$ cat src/rtl/and_vector_seq.sv
// ============================================================================
// Module   : and_vector_seq
// Brief    : Drives x,y through 00,01,10,11 into a 2-input AND gate, checks z.
//            Optional first-failure capture ports via FAIL_CAPTURE_EN.
// Revision : 1.0  initial release
// ============================================================================
`default_nettype none

module and_vector_seq #(
    parameter int HOLD_CYCLES = 10,
    parameter int LOOPS       = 1,
    parameter int ERR_W       = 4
) (
    input  logic             clk,
    input  logic             rst,
    input  logic             start_i,
    output logic             x_o,
    output logic             y_o,
    input  logic             z_i,
    output logic             busy_o,
    output logic             done_o,
    output logic             pass_o,
    output logic [ERR_W-1:0] err_cnt_o,
    output logic [1:0]       vec_idx_o
`ifdef FAIL_CAPTURE_EN
    ,
    output logic             fail_valid_o,
    output logic [1:0]       fail_vec_o
`endif
);

    localparam int c_HOLD_W = (HOLD_CYCLES > 2) ? $clog2(HOLD_CYCLES) : 1;
    localparam int c_LOOP_W = (LOOPS > 1) ? $clog2(LOOPS) : 1;
    localparam logic [c_HOLD_W-1:0] c_HOLD_LAST = c_HOLD_W'(HOLD_CYCLES - 1);
    localparam logic [c_LOOP_W-1:0] c_LOOP_LAST = c_LOOP_W'(LOOPS - 1);
    localparam logic [ERR_W-1:0]    c_ERR_MAX   = '1;

    typedef enum logic [1:0] {
        S_IDLE = 2'd0,
        S_RUN  = 2'd1,
        S_DONE = 2'd2
    } state_t;

    state_t              state_q;
    logic                x_q;
    logic                y_q;
    logic                busy_q;
    logic                done_q;
    logic [1:0]          vec_q;
    logic [c_HOLD_W-1:0] hold_q;
    logic [c_LOOP_W-1:0] loop_q;
    logic [ERR_W-1:0]    err_q;

    logic                w_start;
    logic                w_sample;
    logic                w_mismatch;
    logic                w_last;
    logic [1:0]          vec_d;
    logic [ERR_W-1:0]    err_d;

    // z has had HOLD_CYCLES-1 cycles to settle by the sample edge
    assign w_start    = start_i && (state_q != S_RUN);
    assign w_sample   = (state_q == S_RUN) && (hold_q == c_HOLD_LAST);
    assign w_mismatch = w_sample && (z_i != (x_q & y_q));
    assign w_last     = (vec_q == 2'd3) && (loop_q == c_LOOP_LAST);
    assign vec_d      = vec_q + 2'd1;
    assign err_d      = (w_mismatch && (err_q != c_ERR_MAX)) ? err_q + 1'b1 : err_q;

    always_ff @(posedge clk or posedge rst) begin
        if (rst) begin
            state_q <= S_IDLE;
            x_q     <= 1'b0;
            y_q     <= 1'b0;
            busy_q  <= 1'b0;
            done_q  <= 1'b0;
            vec_q   <= 2'd0;
            hold_q  <= '0;
            loop_q  <= '0;
            err_q   <= '0;
        end else begin
            case (state_q)
                S_IDLE, S_DONE: begin
                    if (start_i) begin
                        state_q <= S_RUN;
                        busy_q  <= 1'b1;
                        done_q  <= 1'b0;
                        x_q     <= 1'b0;
                        y_q     <= 1'b0;
                        vec_q   <= 2'd0;
                        hold_q  <= '0;
                        loop_q  <= '0;
                        err_q   <= '0;
                    end
                end
                S_RUN: begin
                    err_q <= err_d;
                    if (w_sample) begin
                        hold_q <= '0;
                        if (w_last) begin
                            state_q <= S_DONE;
                            busy_q  <= 1'b0;
                            done_q  <= 1'b1;
                            x_q     <= 1'b0;
                            y_q     <= 1'b0;
                            vec_q   <= 2'd0;
                            loop_q  <= '0;
                        end else begin
                            vec_q <= vec_d;
                            x_q   <= vec_d[1];
                            y_q   <= vec_d[0];
                            if (vec_q == 2'd3) begin
                                loop_q <= loop_q + 1'b1;
                            end
                        end
                    end else begin
                        hold_q <= hold_q + 1'b1;
                    end
                end
                default: begin
                    state_q <= S_IDLE;
                end
            endcase
        end
    end

`ifdef FAIL_CAPTURE_EN
    logic       fail_valid_q;
    logic [1:0] fail_vec_q;

    // Only the first mismatch of a run is kept
    always_ff @(posedge clk or posedge rst) begin
        if (rst) begin
            fail_valid_q <= 1'b0;
            fail_vec_q   <= 2'd0;
        end else if (w_start) begin
            fail_valid_q <= 1'b0;
            fail_vec_q   <= 2'd0;
        end else if (w_mismatch && !fail_valid_q) begin
            fail_valid_q <= 1'b1;
            fail_vec_q   <= vec_q;
        end
    end

    assign fail_valid_o = fail_valid_q;
    assign fail_vec_o   = fail_vec_q;
`endif

    assign x_o       = x_q;
    assign y_o       = y_q;
    assign busy_o    = busy_q;
    assign done_o    = done_q;
    assign pass_o    = done_q && (err_q == '0);
    assign err_cnt_o = err_q;
    assign vec_idx_o = vec_q;

endmodule

`default_nettype wire

$ cat config.mk
export PLATFORM = sky130hd
export DESIGN_NAME = and_vector_seq
export DESIGN_NICKNAME = d
export VERILOG_FILES = /design/src/rtl/and_vector_seq.sv
export SDC_FILE = /design/constraint.sdc
export NUM_CORES = 1
export LEC_CHECK = 0
export ABC_AREA = 1
export ABC_CLOCK_PERIOD_IN_PS = 2200
export BUFFER_PORTS_ARGS = -buffer_cell sky130_fd_sc_hd__buf_2
export CORE_UTILIZATION = 25
export CTS_BUF_LIST = sky130_fd_sc_hd__clkbuf_8
export DETAILED_ROUTE_END_ITERATION = 10
export PLACE_DENSITY = 0.4
export SLEW_MARGIN = 10
export SYNTH_ARGS = -nofsm -noshare
export SYNTH_HDL_FRONTEND = slang
export SYNTH_SLANG_ARGS = --single-unit
$ cat constraint.sdc
create_clock -name clk -period 2.2 [get_ports clk]
set_input_delay 0.44 -clock clk [delete_from_list [all_inputs] [get_ports clk]]
set_output_delay 0.44 -clock clk [all_outputs]
set_load 0.005 [all_outputs]
# [Word-level counts from Yosys, hierarchy flattened]
# Cells that the tools add are included.
[totals] regBits=17 latchBits=0 ram_bits=0 mem_bits_ro=0 output_inout_bits=11 elab_cells=72 n_memories=0
[op_classes] addsub=4 n_mul=0 div=0 magnitude_cmp=0 eq_ne=11 shift=0 mux=31 n_bitwise=2 n_reduce_logical=15
[ops] operator="$pmux W4 S2" n=2
[ops] operator="$mux W1" n=13
[ops] operator="$mux W2" n=6
[ops] operator="$mux W4" n=3
[ops] operator="$pmux W1 S2" n=5
[ops] operator="$reduce_and A3 Y1" n=3
[ops] operator="$add A4 B1 Y4 const B" n=2
[ops] operator="$pmux W2 S2" n=2
[ops] operator="$reduce_and A4 Y1" n=2
[ops] operator="$ne A2 B2 Y1 const B" n=3
[ops] operator="$logic_and A1 B1 Y1" n=5
[ops] operator="$eq A2 B2 Y1 const B" n=2
[ops] operator="$eq A4 B4 Y1 const B" n=1
[ops] operator="$logic_not A4 Y1" n=1
[ops] operator="$ne A4 B4 Y1 const B" n=1
[ops] operator="$ne A3 B2 Y1 const B" n=1
[ops] operator="$add A2 B1 Y2 const B" n=1
[ops] operator="$eq A2 B1 Y1 const B" n=1
[ops] operator="$logic_not A2 Y1" n=1
[ops] operator="$ne A2 B1 Y1 const B" n=1
[ops] operator="$reduce_and A2 Y1" n=1
[ops] operator="$reduce_bool A2 Y1" n=1
[ops] operator="$reduce_or A2 Y1" n=1
[ops] operator="$add A1 B1 Y1 const B" n=1
[ops] operator="other kinds (3)" n=3

# [Longest topological paths before layout]
# Gate-level depths: netlist of the first run.
[logic_depth] word_depth=6 ltp_mapped=9 depth_no_buf=9

# [Least setup slack after synthesis of the first run]
# No wires, ideal clock.
[synth_timing] path_type="reg-to-output" start="reg err_q[0] (netlist: err_cnt_o[0])" end="out pass_o" arrival_ps=828 t_required_ps=1760 slack_ps=932 stages_incl_launch_ff=5 n_path_buf=0 path_cell_list="dfrtp_1 > inv_1 > ha_1 > nand2_1 > nor3_1"
[synth_via] elab_chain_cells=2
[synth_rtl] element="start: declaration" line="52" rtl="logic [ERR_W-1:0] err_q;"
[synth_rtl] element="start signal: assignment" line="96" rtl="err_q <= err_d;"
[synth_rtl] element="$logic_not A4 Y1" line="152" rtl="assign pass_o = done_q && (err_q == '0);"
[synth_rtl] element="$logic_and A1 B1 Y1" line="152"
[synth_rtl] element="end: declaration" line="22" rtl="output logic pass_o,"
# No other way between the ends.

# [Worst setup path after layout of the first run]
# Same ends and word-level chain as after synthesis.

==> results of run 1 <==
-- flip-flops by register name (all words and copies together) (netlist names) --
signal / count
state_q: 2
loop_q: 1
err_cnt_o: 4
vec_idx_o: 1
busy_o: 1
hold_q: 4
x_o: 1
done_o: 1
-- through the flow --
stage / hold WS (ns) / power [mW]
3_3_place_gp: 0.4574 / 1.025
6_report: 0.2524 / 1.226
2_1_floorplan: 0.3415 / 0.8829
5_1_grt: 0.3156 / 1.360
4_1_cts: 0.2770 / 1.259
3_5_place_dp: 0.4613 / 1.028
-- cell type report --
| type | instances | area share |
|---|---|---|
| inverters | 15 | 0.05549 |
| clock inverters | 1 | 0.003619 |
| clock buffers | 3 | 0.03981 |
| well taps | 46 | 0.05549 |
| flip-flops and latches | 15 | 0.3619 |
| repair buffers | 14 | 0.06755 |
| multi-input cells | 73 | 0.4162 |
-- synth_stat cells --
cell type  instances
nor3_1             1
nand3_1           11
nor2_1             8
nand2_4            5
inv_2              1
o22ai_1            1
o21ai_2            1
o21ai_1            4
o21ai_0            4
nor3b_1            1
nand3_2            2
clkinv_2           1
dfrtp_1           15
or2_2              1
xor2_1             1
nand2_2            2
nand2_1           24
buf_4              2
nor2_4             2
inv_1             13
ha_1               5
-- placed cells by master, fill, tap and decap left out --
master,netlist,final
nand2_1,24,24
dfrtp_1,15,15
inv_1,13,14
buf_2,0,14
nand3_1,11,11
nor2_1,8,8
nand2_4,5,5
ha_1,5,5
o21ai_0,4,4
o21ai_1,4,4
clkbuf_8,0,3
nand3_2,2,2
nor2_4,2,2
nand2_2,2,2
inv_2,1,1
o22ai_1,1,1
nor3b_1,1,1
xor2_1,1,1
nor3_1,1,1
o21ai_2,1,1
clkinv_2,1,1
or2_2,1,1
-- worst paths after layout --
kind / start / slack (ns) / end
worst max-delay path: err_cnt_o[0] / 0.57 / pass_o
min in group clk: busy_o / 0.47 / busy_o
worst max register to register: vec_idx_o[0] / 0.84 / err_cnt_o[2]
worst min register to register: busy_o / 0.47 / busy_o
max in group asynchronous: rst / 1.56 / loop_q
worst min-delay path: rst / 0.25 / err_cnt_o[0]
-- cell families after synthesis --
group,Yosys count
fa+ha+maj,5
xor+xnor,1
flops,15
compound gates,10
simple gates,57
buf+inv,17
-- power by group --
part	leakage, nW	switching (mW)	internal [mW]
registers	0.194	0.0840	0.367
clock network	0.0269	0.0959	0.124
logic	0.327	0.341	0.213
total	0.548	0.521	0.704
-- routing by layer --
layer | track usage | up-vias | routed length [µm]
met5 | 0 | - | 0
met4 | 0.04870 | 0 | 15
met3 | 0.04412 | 2 | 62
met2 | 0.1693 | 13 | 764
met1 | 0.1451 | 318 | 847
li1 | - | 365 | -
==> results by group, run 1 <==
Clock network
  – Clk sinks: 15
  – CTS Buf Count: 3
  – Worst-path clk slew: 0.06 ns
  – PostCTS Resize Cnt: 0
  – H-tree levels: 1
  – Skew-Pair Late Insertion Delay: 0.25 ns
  – CTS tree: yes
  – Clock root buffer: clkbuf_8
  – Setup bufs post-CTS: 0
  – Clock Tree Buf Depth: 2
  – Post-CTS Hold Buffers: 0

Setup path
  – CP Depth: 5
  – Crit path launch type: flip-flop
  – Worst Path Buf+Inv: 2
  – CP Max Fanout: 5
  – Critical-path cell list: inv_1, ha_1, nand2_1, nor3_1, buf_2
  – Reg2Reg Depth: 9
  – Crit path arrival time: 1.19 ns
  – CP Class: flip-flop to output pin
  – Worst path max stage delay: 0.42 ns
  – CP Data Required Time: 1.76 ns
  – Crit-path slowest cell: dfrtp_1
  – CP Capture Type: output pin
  – Top delay family on crit path: flip-flops

Synth
  – Main combinational cell family by area after synthesis: simple AND/OR/NAND/NOR gates
  – XOR/XNOR share of the synthesized area: 0.009957
  – Cell variety after synth: 21
  – Synth Area in Compound Gates: 0.06259
  – Syn avg cell area: 8.377 µm²
  – Syn nets: 114
  – Synth Area in Simple Gates: 0.3471
  – Seq/Total Area, Yosys: 0.4267
  – Synth top area cells: dfrtp_1 43%, nand2_1 10%, ha_1 7.1%
  – Post-Syn Area: 879.6 µm²
  – Post-synthesis mux area share: 0
  – Synth top area share: 0.4267
  – Mapped Cells: 105
  – Synth area leader: dfrtp_1
  – Synth Register Bits: 15
  – Yosys warns: 0
  – Post-Synth Adder-Cell Area: 0.07112

Finish
  – Area grow syn2layout: 17.92%
  – Multi-input logic area: 431.7 µm²
  – Final nets: 131
  – Cell area after layout: 1037 µm²
  – Layout cells sized above 1: 0.2645
  – Post-route core utilization: 0.3084
  – Layout Cells excl Fill: 167
  – Sequential cell area: 375.4 µm²
  – ANT cells: 0
  – Fillers: 399

STA
  – Worst-Margin Slew: 0.5969 ns
  – Unrepaired setup endpoints after global routing: false
  – Final setup skew: 0.0007289 ns
  – Worst slew margin: 0.6017
  – Crit share post-route: 0.7420
  – Final worst slack: 0.5677 ns
  – Final Critical Period: 1.632 ns
  – Max Clk Rate: 612.6 MHz
  – Final Hold Vio Count: 0
  – Setup TNS: 0 ns
  – Final setup violation count: 0
  – Max Slew Vio Count: 0

Place
  – Dpl cell area: 992.2 µm²
  – Placer Congestion: 0.7867
  – DP Worst Slack: 0.8280 ns
  – Dpl cells: 163
  – Dpl hpwl: 1288 µm
  – IO buf count: 14

Power and ir drop
  – Leakage: 0.5477 nW
  – Pwr per Cell Area: 1182 nW/µm²
  – Worst-case vdd ir drop: 479.0 µV

Drt
  – Via/cell ratio: 4.180
  – Final ANT Viol Nets: 0
  – DR WL/cell: 10.11 µm
  – Initial DRC count: 34
  – Post-route DRC violation count: 0
  – Vias post-DR: 698
  – Pre-antenna DRT Iters: 4
  – Final WL: 1689 µm

Die
  – Die width: 61.32 µm
  – # IOs: 15
  – Core box area: 3363 µm²
  – Full die area: 3760 µm²
  – # rows: 21
  – Die height: 61.32 µm
  – Starting Density: 0.2615

Global route
  – GRT Residual Overflow: 0
  – Initial antenna violation count: 0
  – First-pass GRT wire length: 3008 µm
  – Largest net degree at the start of global routing: 16
  – Vias in the first global route: 671
  – All-Layer GR Usage: 0.1132

Job
  – Max Cap Viol: 0

Outcome
  – Status: completed

Worst hold path
  – Class of the worst hold path: input pin to asynchronous set/reset pin
No activity file was read; power rests on OpenSTA's default activity.
==> inputs of run 2 (changes only) <==
--- a/config.mk
+++ b/config.mk
@@ -6,7 +6,7 @@
 export NUM_CORES = 1
 export LEC_CHECK = 0
 export ABC_AREA = 1
-export ABC_CLOCK_PERIOD_IN_PS = 2200
+export ABC_CLOCK_PERIOD_IN_PS = 1680
 export BUFFER_PORTS_ARGS = -buffer_cell sky130_fd_sc_hd__buf_2
 export CORE_UTILIZATION = 25
 export CTS_BUF_LIST = sky130_fd_sc_hd__clkbuf_8
==> constraint.sdc (replaced) <==
create_clock -name clk -period 1.68 [get_ports clk]
set_input_delay 0.336 -clock clk [delete_from_list [all_inputs] [get_ports clk]]
set_output_delay 0.336 -clock clk [all_outputs]
set_load 0.005 [all_outputs]
==> run 2 against run 1 <==
Net effect:
- clock skew rose by 0.0038 ns
- total power rose by 32%
- clock power rose by 33%
- critical endpoint unchanged
- core utilization unchanged
- largest cell class unchanged
- largest power group unchanged
==> results by group, run 2 (synthesized netlist as in run 1, its figures left out) <==
Clock network
  – Setup bufs post-CTS: 0 (unchanged)
  – Clock Tree Buf Depth: 2 (unchanged)
  – Skew-Pair Late Insertion Delay: 0.25 ns (about the same)
  – H-tree levels: 1 (unchanged)
  – CTS Buf Count: 3 (unchanged)
  – PostCTS Resize Cnt: 0 (unchanged)
  – CTS tree: yes (unchanged)
  – Post-CTS Hold Buffers: 0 (unchanged)
  – Worst-path clk slew: 0.06 ns (about the same)
  – Clock root buffer: clkbuf_8 (unchanged)
  – Clk sinks: 15 (unchanged)

Die
  – Die width: 61.32 µm (unchanged)
  – Die height: 61.32 µm (unchanged)
  – Starting Density: 0.2615 (unchanged)
  – Core box area: 3363 µm² (unchanged)
  – Full die area: 3760 µm² (unchanged)
  – # rows: 21 (unchanged)
  – # IOs: 15 (unchanged)

Drt
  – Final ANT Viol Nets: 0 (unchanged)
  – Pre-antenna DRT Iters: 4 (unchanged)
  – Post-route DRC violation count: 0 (unchanged)
  – DR WL/cell: 10.65 µm (was 10.11 µm)
  – Initial DRC count: 21 (was 34)
  – Vias post-DR: 694 (was 698)
  – Final WL: 1778 µm (was 1689 µm)
  – Via/cell ratio: 4.156 (was 4.180)

Finish
  – Layout cells sized above 1: 0.2645 (unchanged)
  – Area grow syn2layout: 17.92% (unchanged)
  – Post-route core utilization: 0.3084 (unchanged)
  – Final nets: 131 (unchanged)
  – Most common cell after layout, fill and taps aside: nand2_1 (unchanged)
  – ANT cells: 0 (unchanged)
  – Most frequent cells in the layout: 24 x nand2_1, 15 x dfrtp_1, 14 x inv_1, 14 x buf_2, 11 x nand3_1 (unchanged)

Outcome
  – Status: completed (unchanged)

Setup path
  – Critical-path cell list: inv_1, ha_1, nand2_1, nor3_1, buf_2 (unchanged)
  – Worst path max stage delay: 0.42 ns (about the same)
  – Crit path arrival time: 1.22 ns (was 1.19 ns)
  – CP Max Fanout: 5 (unchanged)
  – CP Class: flip-flop to output pin (unchanged)
  – Crit path launch type: flip-flop (unchanged)
  – CP Data Required Time: 1.34 ns (was 1.76 ns)
  – CP Capture Type: output pin (unchanged)
  – Crit-path slowest cell: dfrtp_1 (unchanged)

Global route
  – All-Layer GR Usage: 0.1144 (was 0.1132)
  – Largest net degree at the start of global routing: 16 (unchanged)
  – First-pass GRT wire length: 3070 µm (was 3008 µm)
  – Vias in the first global route: 666 (was 671)
  – Initial antenna violation count: 0 (unchanged)
  – GRT Residual Overflow: 0 (unchanged)

Place
  – Dpl hpwl: 1320 µm (was 1288 µm)
  – Placer Congestion: 0.8350 (was 0.7867)
  – IO buf count: 14 (unchanged)

STA
  – Final setup violation count: 0 (unchanged)
  – Max Slew Vio Count: 0 (unchanged)
  – Worst slew margin: 0.5840 (was 0.6017)
  – Final setup skew: 0.004505 ns (was 0.0007289 ns)
  – Unrepaired setup endpoints after global routing: false (unchanged)
  – Worst-Margin Slew: 0.6233 ns (was 0.5969 ns)
  – Final Critical Period: 1.555 ns
  – Crit share post-route: 0.9258
  – Final Hold Vio Count: 0 (unchanged)
  – Setup TNS: 0 ns (unchanged)
  – Max Clk Rate: 642.9 MHz

Worst hold path
  – Class of the worst hold path: input pin to asynchronous set/reset pin (unchanged)

Power and ir drop
  – Post-layout power: 1.622 mW (was 1.226 mW)
  – Worst-case vdd ir drop: 517.0 µV (was 479.0 µV)
  – Leakage: 0.5477 nW (unchanged)
  – Pwr per Cell Area: 1563 nW/µm² (was 1182 nW/µm²)

Job
  – Max Cap Viol: 0 (unchanged)
[run 2: path summary, 6_finish.rpt]
| path | cells past startpoint | start | slack [ns] | end |
|---|---|---|---|---|
| setup reg to reg | 8 | err_cnt_o[1] | 0.37 | err_cnt_o[3] |
| min in group clk | 3 | start_i | 0.42 | busy_o |
| setup / recovery | 5 | err_cnt_o[0] | 0.12 | pass_o |
| max in group asynchronous | 2 | rst | 1.12 | x_o |
| hold reg to reg | 2 | busy_o | 0.47 | busy_o |
| hold / removal | 2 | rst | 0.16 | done_o |
[run 2: layout make-up]
class                      instances  area (µm²)
clock buffer                       3       41.29
clock inverter                     1       3.754
fill                             391        2326
inverter                          15       57.56
multi-input combinational         73       431.7
sequential                        15       375.4
tap                               46       57.56
timing repair buffer              14       70.07
[run 2: critical path: cells and delay by family (launching register included)]
| kind | cells | cell delay (ns) |
|---|---|---|
| fa+ha+maj | 1 | 0.14 |
| buf+inv | 2 | 0.25 |
| flops | 1 | 0.42 |
| simple gates | 2 | 0.17 |
[run 2: power by group]
group | internal (mW) | switching, mW
Combinational | 0.281 | 0.460
Clock | 0.162 | 0.129
Sequential | 0.481 | 0.110
[run 2: layer usage]
layer,global-route usage,part of all wire,up-vias
met5,0,0,-
met4,0.04870,0.0045,0
met3,0.02521,0.036,2
met2,0.1646,0.43,13
met1,0.1639,0.53,318
li1,-,-,361
[run 2: metrics by stage]
step / worst slack (ns) / cells / hold WS [ns] / area, µm²
finish: 0.1246 / 167 / 0.1566 / 1037
detailed placement: 0.3693 / 163 / 0.4570 / 992.2
CTS: 0.1127 / 167 / 0.1838 / 1037
global placement: 0.3625 / 163 / 0.4635 / 992.2
global route: 0.02904 / 167 / 0.2101 / 1037
floorplan: 0.4820 / 105 / 0.2375 / 879.6
